### src/rtl/sid_regs.sv
// SID CPU register file: 6502 bus decode, voice/filter control registers,
// read-back mux with decaying bus value, and the paddle (POT) measurement FSM.
module sid_regs #(
  parameter int BUS_TTL  = 7424,
  parameter int POT_HALF = 256
) (
  input  logic        clk,
  input  logic        reset_n,
  input  logic        phi2_en,
  input  logic        cs,
  input  logic        rw,
  input  logic [4:0]  addr,
  input  logic [7:0]  data_in,
  output logic [7:0]  data_out,
  output logic [15:0] v1_fcw,
  output logic [11:0] v1_pw,
  output logic [7:0]  v1_control,
  output logic [7:0]  v1_ad,
  output logic [7:0]  v1_sr,
  output logic [15:0] v2_fcw,
  output logic [11:0] v2_pw,
  output logic [7:0]  v2_control,
  output logic [7:0]  v2_ad,
  output logic [7:0]  v2_sr,
  output logic [15:0] v3_fcw,
  output logic [11:0] v3_pw,
  output logic [7:0]  v3_control,
  output logic [7:0]  v3_ad,
  output logic [7:0]  v3_sr,
  output logic [10:0] filt_fc,
  output logic [7:0]  filt_res,
  output logic [7:0]  mode_vol,
  input  logic [11:0] osc3,
  input  logic [7:0]  env3,
  input  logic        pot_x,
  input  logic        pot_y,
  output logic        pot_dump
);

  localparam int TTL_W = $clog2(BUS_TTL + 1);
  localparam logic [8:0] LAST_DUMP = 9'(POT_HALF - 1);
  localparam logic [8:0] LAST_CNT  = 9'(2 * POT_HALF - 1);

  typedef enum logic {POT_DUMP, POT_COUNT} pot_state_t;

  logic             wr_en, rd_en;
  logic [15:0]      fcw  [3];
  logic [11:0]      pw   [3];
  logic [7:0]       ctrl [3];
  logic [7:0]       ad   [3];
  logic [7:0]       sr   [3];
  logic [7:0]       bus_value;
  logic [TTL_W-1:0] ttl;
  logic [7:0]       rd_val;
  logic [7:0]       potx, poty;
  pot_state_t       pot_state, pot_state_nxt;
  logic [8:0]       phase;
  logic [7:0]       count;
  logic [7:0]       cap_x, cap_y;
  logic             got_x, got_y;
  logic             unused_osc_lsbs;

  assign wr_en = phi2_en & cs & ~rw;
  assign rd_en = phi2_en & cs & rw;
  assign unused_osc_lsbs = ^osc3[3:0];

  always_ff @(posedge clk or negedge reset_n) begin
    if (!reset_n) begin
      for (int v = 0; v < 3; v++) begin
        fcw[v]  <= '0;
        pw[v]   <= '0;
        ctrl[v] <= '0;
        ad[v]   <= '0;
        sr[v]   <= '0;
      end
      filt_fc  <= '0;
      filt_res <= '0;
      mode_vol <= '0;
    end else if (wr_en) begin
      for (int v = 0; v < 3; v++) begin
        if (addr == 5'(7 * v))     fcw[v][7:0]  <= data_in;
        if (addr == 5'(7 * v + 1)) fcw[v][15:8] <= data_in;
        if (addr == 5'(7 * v + 2)) pw[v][7:0]   <= data_in;
        if (addr == 5'(7 * v + 3)) pw[v][11:8]  <= data_in[3:0];
        if (addr == 5'(7 * v + 4)) ctrl[v]      <= data_in;
        if (addr == 5'(7 * v + 5)) ad[v]        <= data_in;
        if (addr == 5'(7 * v + 6)) sr[v]        <= data_in;
      end
      case (addr)
        5'h15:   filt_fc[2:0]  <= data_in[2:0];
        5'h16:   filt_fc[10:3] <= data_in;
        5'h17:   filt_res      <= data_in;
        5'h18:   mode_vol      <= data_in;
        default: ;
      endcase
    end
  end

  assign v1_fcw = fcw[0];  assign v1_pw = pw[0];  assign v1_control = ctrl[0];
  assign v1_ad  = ad[0];   assign v1_sr = sr[0];
  assign v2_fcw = fcw[1];  assign v2_pw = pw[1];  assign v2_control = ctrl[1];
  assign v2_ad  = ad[1];   assign v2_sr = sr[1];
  assign v3_fcw = fcw[2];  assign v3_pw = pw[2];  assign v3_control = ctrl[2];
  assign v3_ad  = ad[2];   assign v3_sr = sr[2];

  // Last written value fades to zero once BUS_TTL idle strobes have elapsed.
  always_ff @(posedge clk or negedge reset_n) begin
    if (!reset_n) begin
      bus_value <= '0;
      ttl       <= '0;
    end else if (wr_en) begin
      bus_value <= data_in;
      ttl       <= TTL_W'(BUS_TTL);
    end else if (phi2_en && ttl != '0) begin
      ttl <= ttl - 1'b1;
      if (ttl == TTL_W'(1)) bus_value <= '0;
    end
  end

  always_comb begin
    rd_val = bus_value;
    case (addr)
      5'h19:   rd_val = potx;
      5'h1A:   rd_val = poty;
      5'h1B:   rd_val = osc3[11:4];
      5'h1C:   rd_val = env3;
      default: ;
    endcase
  end

  always_ff @(posedge clk or negedge reset_n) begin
    if (!reset_n) data_out <= '0;
    else if (rd_en) data_out <= rd_val;
  end

  // POT FSM: dump the capacitors for POT_HALF strobes, then time the charge.
  always_ff @(posedge clk or negedge reset_n) begin
    if (!reset_n) pot_state <= POT_DUMP;
    else          pot_state <= pot_state_nxt;
  end

  always_comb begin
    pot_state_nxt = pot_state;
    pot_dump      = 1'b0;
    case (pot_state)
      POT_DUMP: begin
        pot_dump = 1'b1;
        if (phi2_en && phase == LAST_DUMP) pot_state_nxt = POT_COUNT;
      end
      POT_COUNT: begin
        if (phi2_en && phase == LAST_CNT) pot_state_nxt = POT_DUMP;
      end
      default: pot_state_nxt = POT_DUMP;
    endcase
  end

  assign count = 8'(phase - 9'(POT_HALF));

  always_ff @(posedge clk or negedge reset_n) begin
    if (!reset_n) begin
      phase <= '0;
      cap_x <= '0;
      cap_y <= '0;
      got_x <= 1'b0;
      got_y <= 1'b0;
      potx  <= '0;
      poty  <= '0;
    end else if (phi2_en) begin
      phase <= (pot_state == POT_COUNT && phase == LAST_CNT) ? 9'd0 : phase + 9'd1;
      if (pot_state == POT_DUMP) begin
        if (phase == LAST_DUMP) begin
          got_x <= 1'b0;
          got_y <= 1'b0;
        end
      end else begin
        if (pot_x && !got_x) begin
          got_x <= 1'b1;
          cap_x <= count;
        end
        if (pot_y && !got_y) begin
          got_y <= 1'b1;
          cap_y <= count;
        end
        if (phase == LAST_CNT) begin
          potx <= got_x ? cap_x : (pot_x ? count : 8'hFF);
          poty <= got_y ? cap_y : (pot_y ? count : 8'hFF);
        end
      end
    end
  end

endmodule
### config.mk
export PLATFORM = sky130hd
export DESIGN_NAME = sid_regs
export DESIGN_NICKNAME = d
export VERILOG_FILES = /design/src/rtl/sid_regs.sv
export SDC_FILE = /design/constraint.sdc
export NUM_CORES = 1
export LEC_CHECK = 0
export ABC_AREA = 1
export BUFFER_PORTS_ARGS = -buffer_cell sky130_fd_sc_hd__buf_2
export CAP_MARGIN = 10
export CORE_MARGIN = 3
export CORE_UTILIZATION = 50
export CTS_CLUSTER_DIAMETER = 80
export DETAILED_ROUTE_END_ITERATION = 6
export PLACE_DENSITY_LB_ADDON = 0.25
export SYNTH_ARGS = -nofsm -noshare
export SYNTH_HDL_FRONTEND = slang
export SYNTH_SLANG_ARGS = --single-unit
### constraint.sdc
create_clock -name clk -period 4.5 [get_ports clk]
set_input_delay 1.125 -clock clk [delete_from_list [all_inputs] [get_ports clk]]
set_output_delay 1.125 -clock clk [all_outputs]
set_load 0.005 [all_outputs]
# ---- Word-level counts from Yosys, hierarchy flattened
# Cells that the tools add are included.
dict set report totals {
  in_bits 40
  out_inout_bits 192
  regBits 256
  wordCells 141
}
dict set report classes {
  n_reduce_logical 44
  eq_ne 33
  n_bitwise 5
  n_addsub 3
  n_mux 20
}
# op count
set op_table {}
lappend op_table {{equality test 5 bit, second input constant} 13}
lappend op_table {{2-to-1 mux 8 bit} 7}
lappend op_table {{AND reduction 2 bit} 26}
lappend op_table {{equality test 5 x 4 -> 1 bit, second input constant} 8}
lappend op_table {{one-hot mux 8 bit (4 select lines)} 1}
lappend op_table {{2-to-1 mux 13 bit} 2}
lappend op_table {{equality test 5 x 3 -> 1 bit, second input constant} 4}
lappend op_table {{AND reduction 3 bit} 5}
lappend op_table {{equality test 13 x 1 -> 1 bit, second input constant} 1}
lappend op_table {{nonzero test 13 bit} 1}
lappend op_table {{subtractor 13 x 1 -> 13 bit, second input constant} 1}
lappend op_table {{equality test 5 x 2 -> 1 bit, second input constant} 2}
lappend op_table {{adder 9 x 1 -> 9 bit, second input constant} 1}
lappend op_table {{equality test 9 x 8 -> 1 bit, second input constant} 1}
lappend op_table {{equality test 9 bit, second input constant} 1}
lappend op_table {{2-to-1 mux 9 bit} 1}
lappend op_table {{2-to-1 mux 1 bit} 8}
lappend op_table {{subtractor 8 x 1 -> 8 bit, second input constant} 1}
lappend op_table {{logical AND 1 bit} 6}
lappend op_table {{nonzero test 2 bit} 3}
lappend op_table {{equality test 5 x 1 -> 1 bit, second input constant} 1}
lappend op_table {{logical NOT 5 bit} 1}
lappend op_table {{!= test 2 x 1 -> 1 bit, second input constant} 2}
lappend op_table {{bitwise AND 1 bit} 3}
lappend op_table {{3 further kinds} 5}

# ---- Logic depth before layout (Yosys ltp)
# Gate-level depths: netlist (run 1).
dict set report logic_depth {
  word_depth 4
  ltp_mapped 10
  ltp_nobuf 10
}

# ---- Worst setup path after synthesis (run 1)
# No wires, ideal clock.
dict set report synth_path {
  path_type {input to register}
  from {input port phi2_en}
  to {register pw, in the netlist v2_pw[6]}
  t_required_ns 4.370
  path_stages 8
  setup_slack_ns 2.327
  setup_time_ns 0.130
  path_buffers 3
  arrival_time_ns 2.043
  path_cell_list {buf_4 > nand3b_4 > nor2_4 > buf_6 > nand2_4 > buf_6 > nand2_1 > o21ai_1}
}
dict set report synth_between {
  elab_chain_cells 3
}
# item line
set synth_lines {}
lappend synth_lines {{start, declared} 9} ;# input logic phi2_en,
lappend synth_lines {{bitwise AND 1 bit (2 in series)} 63} ;# assign wr_en = phi2_en & cs & ~rw;
lappend synth_lines {{AND reduction 2 bit (no source line)} -}
lappend synth_lines {{end signal, assigned by index} 83} ;# if (addr == 5'(7 * v + 2)) pw[v][7:0] <= data_in;
lappend synth_lines {{end signal, assigned by index} 84} ;# if (addr == 5'(7 * v + 3)) pw[v][11:8] <= data_in[3:0];
lappend synth_lines {{end, declared} 48} ;# logic [11:0] pw [3];
# No other way between the ends.
# A chain may end at the register's enable or synchronous reset.

# ---- Final worst setup path (run 1)
dict set report layout_path {
  from {input port phi2_en}
  to {register ctrl, in the netlist v2_control[5]}
}
dict set report layout_between {
  elab_chain_cells 3
}
# item line
set layout_lines {}
lappend layout_lines {{bitwise AND 1 bit (2 in series)} 63}
lappend layout_lines {{AND reduction 2 bit (no source line)} -}
lappend layout_lines {{end signal, assigned by index} 85} ;# if (addr == 5'(7 * v + 4)) ctrl[v] <= data_in;
lappend layout_lines {{end, declared} 49} ;# logic [7:0] ctrl [3];
# No other way between the ends.

==> Flow_metrics.wiki, run 1 <==
{| class="wikitable"
! Metric !! Value
|-
| Final core utilization || roughly three fifths
|-
| Register area share after synthesis || 61.4%
|-
| CTS Hold Buffers Added || 0
|-
| Multi-input gate area || 0.00351 mm²
|-
| Remaining global-route overflow || 0
|-
| Count of vias placed by the detailed router || roughly 8400
|-
| Final-report hold violation count || 0
|-
| Max Freq || around 0.35 GHz
|-
| Beginning of the worst register-to-register path || phase[1]$_DFFE_PN0P_
|-
| Router iterations before antenna repair || 5
|-
| Mean number of vias per cell || 5.24
|-
| Number of port buffers || 227
|-
| Worst VDD drop || ~0.00028 V
|-
| Die outline width || 150 µm
|-
| Final critical path time including I/O delays and setup || 2.82 ns
|-
| Cells after synthesis || 1112
|-
| Worst min-delay path class || register to register
|-
| Hpwl dp || about 18000 µm
|-
| Final Skew || around 0.008 ns
|-
| Final setup TNS || 0 ns
|-
| Total wirelength of the detailed-routed design || approximately 27000 µm
|-
| Number of warnings issued by yosys || 0
|-
| Slew margin rel. || 21.7%
|-
| Min-Delay Endpoint || v3_fcw[8]$_DFFE_PN0P_
|-
| Final ANT Viol Nets || 0
|-
| Count of routing violations after the opening detailed-route iteration || around 700
|-
| Total die area || 0.0226 mm²
|-
| Number of global-route vias before repair || ~8100
|-
| Reg2reg end || potx[4]$_DFFE_PN0P_
|-
| Share of the clock period used by the worst path after layout || 62.6%
|-
| Setup-violating endpoint count in the final report || 0
|-
| Slew @ Worst Pin || 1.17 ns
|-
| Net count after synthesis || between 1000 and 1500
|-
| Number of flip-flops and latches in the synthesized netlist || 256
|-
| Met3 usage in global routing || 4.67%
|-
| Path type of the worst setup path || input port to register
|-
| First-pass GRT wire length || 43300 µm
|-
| Max-cap violation count || 0
|-
| Layout cells sized above 1 || a little over a fifth
|-
| Leading area contributor after synthesis || sky130_fd_sc_hd__dfrtp_1
|-
| Initial antenna violation count || 1
|-
| Starting utilization of the core area || 51.2%
|-
| CORE AREA || 0.0204 mm²
|-
| Source-to-sink clock delay at the later pin of the worst-skew pair || about 0.54 ns
|-
| Sequential Area || 0.00641 mm²
|-
| Final critical-path setup slack || 1.68 ns
|-
| Num CTS Buffers || 27
|-
| Instance count after placement with tap cells included || 1557
|-
| Clock root buffer master || sky130_fd_sc_hd__clkbuf_16
|-
| RSZ-0062 raised after global routing || false
|-
| Power density over cell area || 446 mW/mm²
|-
| Number of cells in the finished layout apart from fillers || 1603
|-
| Wirelength per Cell || 17.0 µm
|-
| Residual DRC || 0
|-
| Post-CTS Setup Inserts || 0
|-
| Startpoint Class || input port
|-
| Area Overhead vs Synth || 19.3%
|-
| Worst slack after detailed placement || 1.17 ns
|-
| Top Usage Layer GRT || met2
|-
| Buffer levels on the longest clock path || 3
|-
| Clock tree from TritonCTS || built
|-
| Routability-driven placement congestion ratio || 0.868
|-
| CP Capture Type || register
|-
| Yosys top cell area share || 61.4%
|-
| Net count, final || about 1400
|-
| Worst-path clk slew || about 0.06 ns
|-
| Avg Synthesized Cell Area || 9.38 µm²
|-
| Row cnt || 52
|-
| Maximum fanout encountered on the critical timing path || 33
|-
| Number of fillers in the final layout || 1807
|-
| Top Ports || 232
|-
| Sinks on the clock net || 256
|-
| Number of cells on the worst reg-to-reg path || 9
|-
| Vertical die dimension || 150 µm
|-
| Register-to-register setup slack || 2.07 ns
|-
| Global-route track usage on met1 || approximately a third
|-
| Hold-critical path depth || 2
|-
| Maximum number of pins on one net before global-route repair || 103
|-
| Unique masters post-synth || 32
|-
| Total GRT Usage || 24.0%
|-
| Status || completed
|-
| Data arrival, critical path || between 3 and 4 ns
|-
| Slew Viols, Final || 0
|-
| # resized after CTS || 0
|-
| Met2 Usage GRT || about two fifths
|-
| Max H-tree Level || 1
|-
| Worst endpoint required time || 4.86 ns
|-
| Leakage dissipation || between 6 and 7 nW
|-
| Cells taking the most area after synthesis || sky130_fd_sc_hd__dfrtp_1 (61%), sky130_fd_sc_hd__nand2_1 (12%), sky130_fd_sc_hd__o21ai_0 (8.3%), sky130_fd_sc_hd__o21ai_1 (3.1%), sky130_fd_sc_hd__nand3_1 (2.8%)
|-
| Synthesized area || 0.0104 mm²
|-
| Startpoint of the lowest-slack hold path || v3_fcw[8]$_DFFE_PN0P_
|}
-- flip-flops by register name (all words and copies together) (netlist names), 9 cells and up --
name and count:
v3_fcw 16, phase 9, v2_pw 12, v2_fcw 16, v3_pw 12, v1_pw 12
filt_fc 11, v1_fcw 16, ttl 13
-- cell families (layout without fill, tap and decap cells) --
group	after synthesis	in the layout	share of synthesized area, %
other	0	1	0
DFF	256	256	61.4
adders and majority gates	5	5	0.600
xor gates and xnor gates	3	3	0.252
buffers and inverters	105	325	4.91
AOI/OAI and AO/OA	259	259	13.1
and+or+nand+nor	484	484	19.8
-- worst max path at each step --
stage | from | to | slack [ns] | cells after the start
floorplan | phi2_en | v2_pw[6]$_DFFE_PN0P_ | 2.33 | 8
global placement | phi2_en | v2_control[5]$_DFFE_PN0P_ | 1.22 | 6
detailed placement | phi2_en | v2_control[3]$_DFFE_PN0P_ | 1.17 | 6
CTS | phi2_en | v2_control[3]$_DFFE_PN0P_ | 1.73 | 6
global route | phi2_en | v2_control[2]$_DFFE_PN0P_ | 1.47 | 6
finish | phi2_en | v2_control[5]$_DFFE_PN0P_ | 1.68 | 6
-- cells in the mapped netlist (all sizes together) --
library cell / count
a21boi: 1
a21oi: 3
buf: 31
clkbuf: 25
clkinv: 1
dfrtp: 256
ha: 5
inv: 48
nand2: 351
nand3: 59
nand3b: 4
nand4: 11
nor2: 49
nor3: 6
nor3b: 3
nor4: 1
o21ai: 237
o221ai: 16
o22ai: 1
o31ai: 1
xor2: 3
-- routing by layer --
metal / part of all wire, % / vias to the layer above
li1: - / 4094
met1: 44 / 4037
met2: 48 / 238
met3: 6.7 / 34
met4: 1.9 / 0
met5: 0 / -
-- through the flow --
step	power [mW]	area, µm²	hold slack, ns
after floorplan	3.16	10400	0.453
after global placement	3.49	11600	0.460
after detailed placement	3.53	11600	0.468
after CTS	5.59	12400	0.482
after global routing	5.83	12500	0.495
final	5.55	12500	0.478
-- critical path: stages --
cell	delay, ns
sky130_fd_sc_hd__buf_2	0.32
sky130_fd_sc_hd__nand3b_4	0.39
sky130_fd_sc_hd__nor2_4	0.61
sky130_fd_sc_hd__nand2_1	0.46
sky130_fd_sc_hd__nand2_1	0.15
sky130_fd_sc_hd__o21ai_0	0.09
-- placed cells by master, fill, tap and decap left out, types with 2 or more instances in the layout --
cell                          n
sky130_fd_sc_hd__nand2_1    342
sky130_fd_sc_hd__nor3b_1      3
sky130_fd_sc_hd__ha_1         5
sky130_fd_sc_hd__nand3b_1     3
sky130_fd_sc_hd__buf_2      226
sky130_fd_sc_hd__nor2_2       3
sky130_fd_sc_hd__clkbuf_1     7
sky130_fd_sc_hd__a21oi_1      3
sky130_fd_sc_hd__buf_4        3
sky130_fd_sc_hd__xor2_1       3
sky130_fd_sc_hd__dfrtp_1    256
sky130_fd_sc_hd__o21ai_0    173
sky130_fd_sc_hd__clkinv_2     6
sky130_fd_sc_hd__nand3_1     59
sky130_fd_sc_hd__clkbuf_16   27
sky130_fd_sc_hd__nor3_1       5
sky130_fd_sc_hd__nor2_4       2
sky130_fd_sc_hd__clkbuf_8     5
sky130_fd_sc_hd__inv_1       47
sky130_fd_sc_hd__nor2_1      44
sky130_fd_sc_hd__nand2_4      8
sky130_fd_sc_hd__o21ai_1     64
sky130_fd_sc_hd__o221ai_1    16
sky130_fd_sc_hd__nand4_1     11
-- layout make-up --
type                       instances  share of cell area (%)
sequential                       256                    51.5
multi-input combinational        751                    28.2
timing repair buffer             231                    9.55
clock buffer                      39                    6.19
tap                              270                    2.71
inverter                          49                    1.49
clock inverter                     6                   0.362
antenna                            1                  0.0201
-- power breakdown --
group	switching, mW	internal (mW)
logic	0.473	0.298
clock network	0.877	1.18
registers	0.178	2.54
Note: power is estimated with default switching activity, not from simulation.
==> run 2: changes to the inputs <==
- clock period: 4.5 -> 2.8 ns (I/O delays scaled with it)
==> run 2 against run 1 <==
Wire length rose by 1.5%; combinational power rose by 66%; clock-buffer cell count fell by 7; sequential share of layout area fell by 0.96 points; non-clock buffer count rose by 16; via count rose by 0.64%; power rose by 67%; utilization rose by 1.2 points; setup slack got worse by 0.98 ns.
==> Flow_metrics.wiki, run 2 (synthesized netlist as in run 1, its figures left out) <==
{| class="wikitable"
! Metric !! Value
|-
| Router iterations before antenna repair || 5 (unchanged)
|-
| Share of the clock period used by the worst path after layout || 74.9%
|-
| Setup-violating endpoint count in the final report || 0 (unchanged)
|-
| Worst endpoint required time || 3.27 ns (-1.59 ns)
|-
| Power density over cell area || 729 mW/mm² (+64%)
|-
| CP max-delay cell || sky130_fd_sc_hd__dfrtp_1
|-
| Initial antenna violation count || 2 (+1)
|-
| Slew margin rel. || 58.2% (+36 points)
|-
| Commonest non-fill, non-tap cells in the layout || sky130_fd_sc_hd__nand2_1 (342), sky130_fd_sc_hd__dfrtp_1 (256), sky130_fd_sc_hd__buf_2 (226)
|-
| Count of routing violations after the opening detailed-route iteration || 618 (-11%)
|-
| Number of global-route vias before repair || 8256 (+1.6%)
|-
| Clock root buffer master || sky130_fd_sc_hd__clkbuf_16
|-
| Vertical die dimension || 150 µm (unchanged)
|-
| Final standard cell area without fillers || 0.0127 mm² (+1.9%)
|-
| Source-to-sink clock delay at the later pin of the worst-skew pair || 0.53 ns (about the same)
|-
| Die outline width || 150 µm (unchanged)
|-
| Switching part of the total power || 27.7% (+0.18 points)
|-
| WHS || 0.112 ns (-0.367 ns)
|-
| Maximum number of pins on one net before global-route repair || 62 (-40%)
|-
| Path type of the worst setup path || register to register
|-
| Final Skew || 0.0125 ns (+0.00435 ns)
|-
| Leakage dissipation || 6.85 nW (+1.9%)
|-
| CTS Hold Buffers Added || 0 (unchanged)
|-
| Slew @ Worst Pin || 0.625 ns (-0.548 ns)
|-
| Portion of total power attributed to combinational logic || 13.8% (about the same)
|-
| Count of vias placed by the detailed router || 8457 (+0.64%)
|-
| Max H-tree Level || 1 (unchanged)
|-
| Switching pwr || 2.57 mW (+68%)
|-
| Max-cap violation count || 0 (unchanged)
|-
| Maximum fanout encountered on the critical timing path || 22 (-33%)
|-
| Total cell area at the placement stage || 0.0118 mm² (+1.2%)
|-
| Commonest non-fill, non-tap cell in the layout || sky130_fd_sc_hd__nand2_1
|-
| Sequential Area || 0.00641 mm² (unchanged)
|-
| Net count, final || 1377 (+1.2%)
|-
| Sinks on the clock net || 256 (unchanged)
|-
| Final-report hold violation count || 0 (unchanged)
|-
| Status || completed
|-
| Starting utilization of the core area || 51.2% (unchanged)
|-
| Total GRT Usage || 24.0% (about the same)
|-
| Cell repeated most along the worst path || sky130_fd_sc_hd__ha_1
|-
| Total wirelength of the detailed-routed design || 27600 µm (+1.5%)
|-
| Wirelength per Cell || 17.0 µm (+0.11%)
|-
| Worst-path clk slew || 0.06 ns (about the same)
|-
| Residual DRC || 0 (unchanged)
|-
| CP Capture Type || register
|-
| Final setup TNS || 0 ns (unchanged)
|-
| Total die area || 0.0226 mm² (unchanged)
|-
| Top Ports || 232 (unchanged)
|-
| Number of fillers in the final layout || 1727 (-4.4%)
|-
| Data arrival, critical path || 2.57 ns (-0.61 ns)
|-
| Layout cells sized above 1 || 23.1% (+1.5 points)
|-
| Slew Viols, Final || 0 (unchanged)
|-
| Hpwl dp || 18700 µm (+3.3%)
|-
| RSZ-0062 raised after global routing || false
|-
| # resized after CTS || 0 (unchanged)
|-
| Number of port buffers || 227 (unchanged)
|-
| Final critical path time including I/O delays and setup || 2.10 ns
|-
| First-pass GRT wire length || 43300 µm (+0.16%)
|-
| Final ANT Viol Nets || 0 (unchanged)
|-
| Power share of the sequential group || 47.2% (-1.7 points)
|-
| Buffer levels on the longest clock path || 3 (unchanged)
|-
| Mean number of vias per cell || 5.20 (-0.72%)
|-
| Critical Path Max Stage Delay || 0.42 ns (-0.19 ns)
|-
| CORE AREA || 0.0204 mm² (unchanged)
|-
| Area Overhead vs Synth || 21.6%
|-
| Num CTS Buffers || 27 (unchanged)
|-
| Remaining global-route overflow || 0 (unchanged)
|-
| List of cells traversed by the critical path || ha_1, nand3_1, nor4_1, ha_1, inv_1, nor2_1, buf_4, o221ai_1, nand2_1
|-
| Startpoint Class || register
|-
| Clock tree from TritonCTS || built
|-
| Total power || 9.26 mW (+67%)
|-
| Max Freq || 0.477 GHz
|-
| Multi-input gate area || 0.00351 mm² (unchanged)
|-
| Worst min-delay path class || input port to async pin
|-
| Routability-driven placement congestion ratio || 0.878 (+1.2%)
|-
| Row cnt || 52 (unchanged)
|-
| Post-CTS Setup Inserts || 0 (unchanged)
|-
| Worst VDD drop || 0.000452 V (+60%)
|-
| Internal portion of total power || 6.69 mW (+66%)
|-
| Clk network pwr share || 39.0% (+1.8 points)
|}
[run 2: worst max-delay path: cells and delay by family, from the launching register on]
family	cells	cell delay, ns
AO/OA/AOI/OAI	1	0.19
adder cells (fa/ha/maj)	2	0.48
buffers and inverters	2	0.31
flip-flops	1	0.42
AND/OR/NAND/NOR	4	0.63
[run 2: power groups by stage]
stage	sequential, mW	combinational [mW]	clock (mW)
3_5_place_dp	4.42	1.28	0
4_1_cts	4.36	1.29	3.67
5_1_grt	4.42	1.46	3.83
2_1_floorplan	4.39	0.682	0
6_report	4.37	1.28	3.61
3_3_place_gp	4.40	1.23	0
[run 2: through the flow]
stage	worst slack, ns	utilization, %	instances
6_report	0.703	62.3	1625
5_1_grt	0.520	62.3	1625
4_1_cts	0.681	62.3	1623
3_5_place_dp	0.579	57.8	1573
3_3_place_gp	0.635	57.8	1573
2_1_floorplan	0.989	-	1112
[run 2: layout make-up]
type / instances / area share (%)
flip-flops and latches: 256 / 50.5
well taps: 270 / 2.66
multi-input cells: 751 / 27.7
inverters: 49 / 1.46
diodes: 2 / 0.0394
clock inverters: 18 / 1.51
clock buffers: 32 / 5.63
repair buffers: 247 / 10.5
[run 2: final timing paths]
check	from	end	slack, ns	cells past startpoint
max	phase[1]$_DFFE_PN0P_	potx[2]$_DFFE_PN0P_	0.70	9
max in group asynchronous	reset_n	mode_vol[3]$_DFFE_PN0P_	1.98	2
min reg2reg	filt_res[6]$_DFFE_PN0P_	filt_res[6]$_DFFE_PN0P_	0.48	2
max reg2reg	phase[1]$_DFFE_PN0P_	potx[2]$_DFFE_PN0P_	0.70	9
min	reset_n	v1_control[5]$_DFFE_PN0P_	0.11	1
min in group clk	filt_res[6]$_DFFE_PN0P_	filt_res[6]$_DFFE_PN0P_	0.48	2
[run 2: per-layer routing]
layer  global-route usage, %  share of wire [%]
met5                       0                  0
met4                    7.04                2.6
met3                    4.61                6.3
met1                    32.7                 43
met2                    39.3                 48
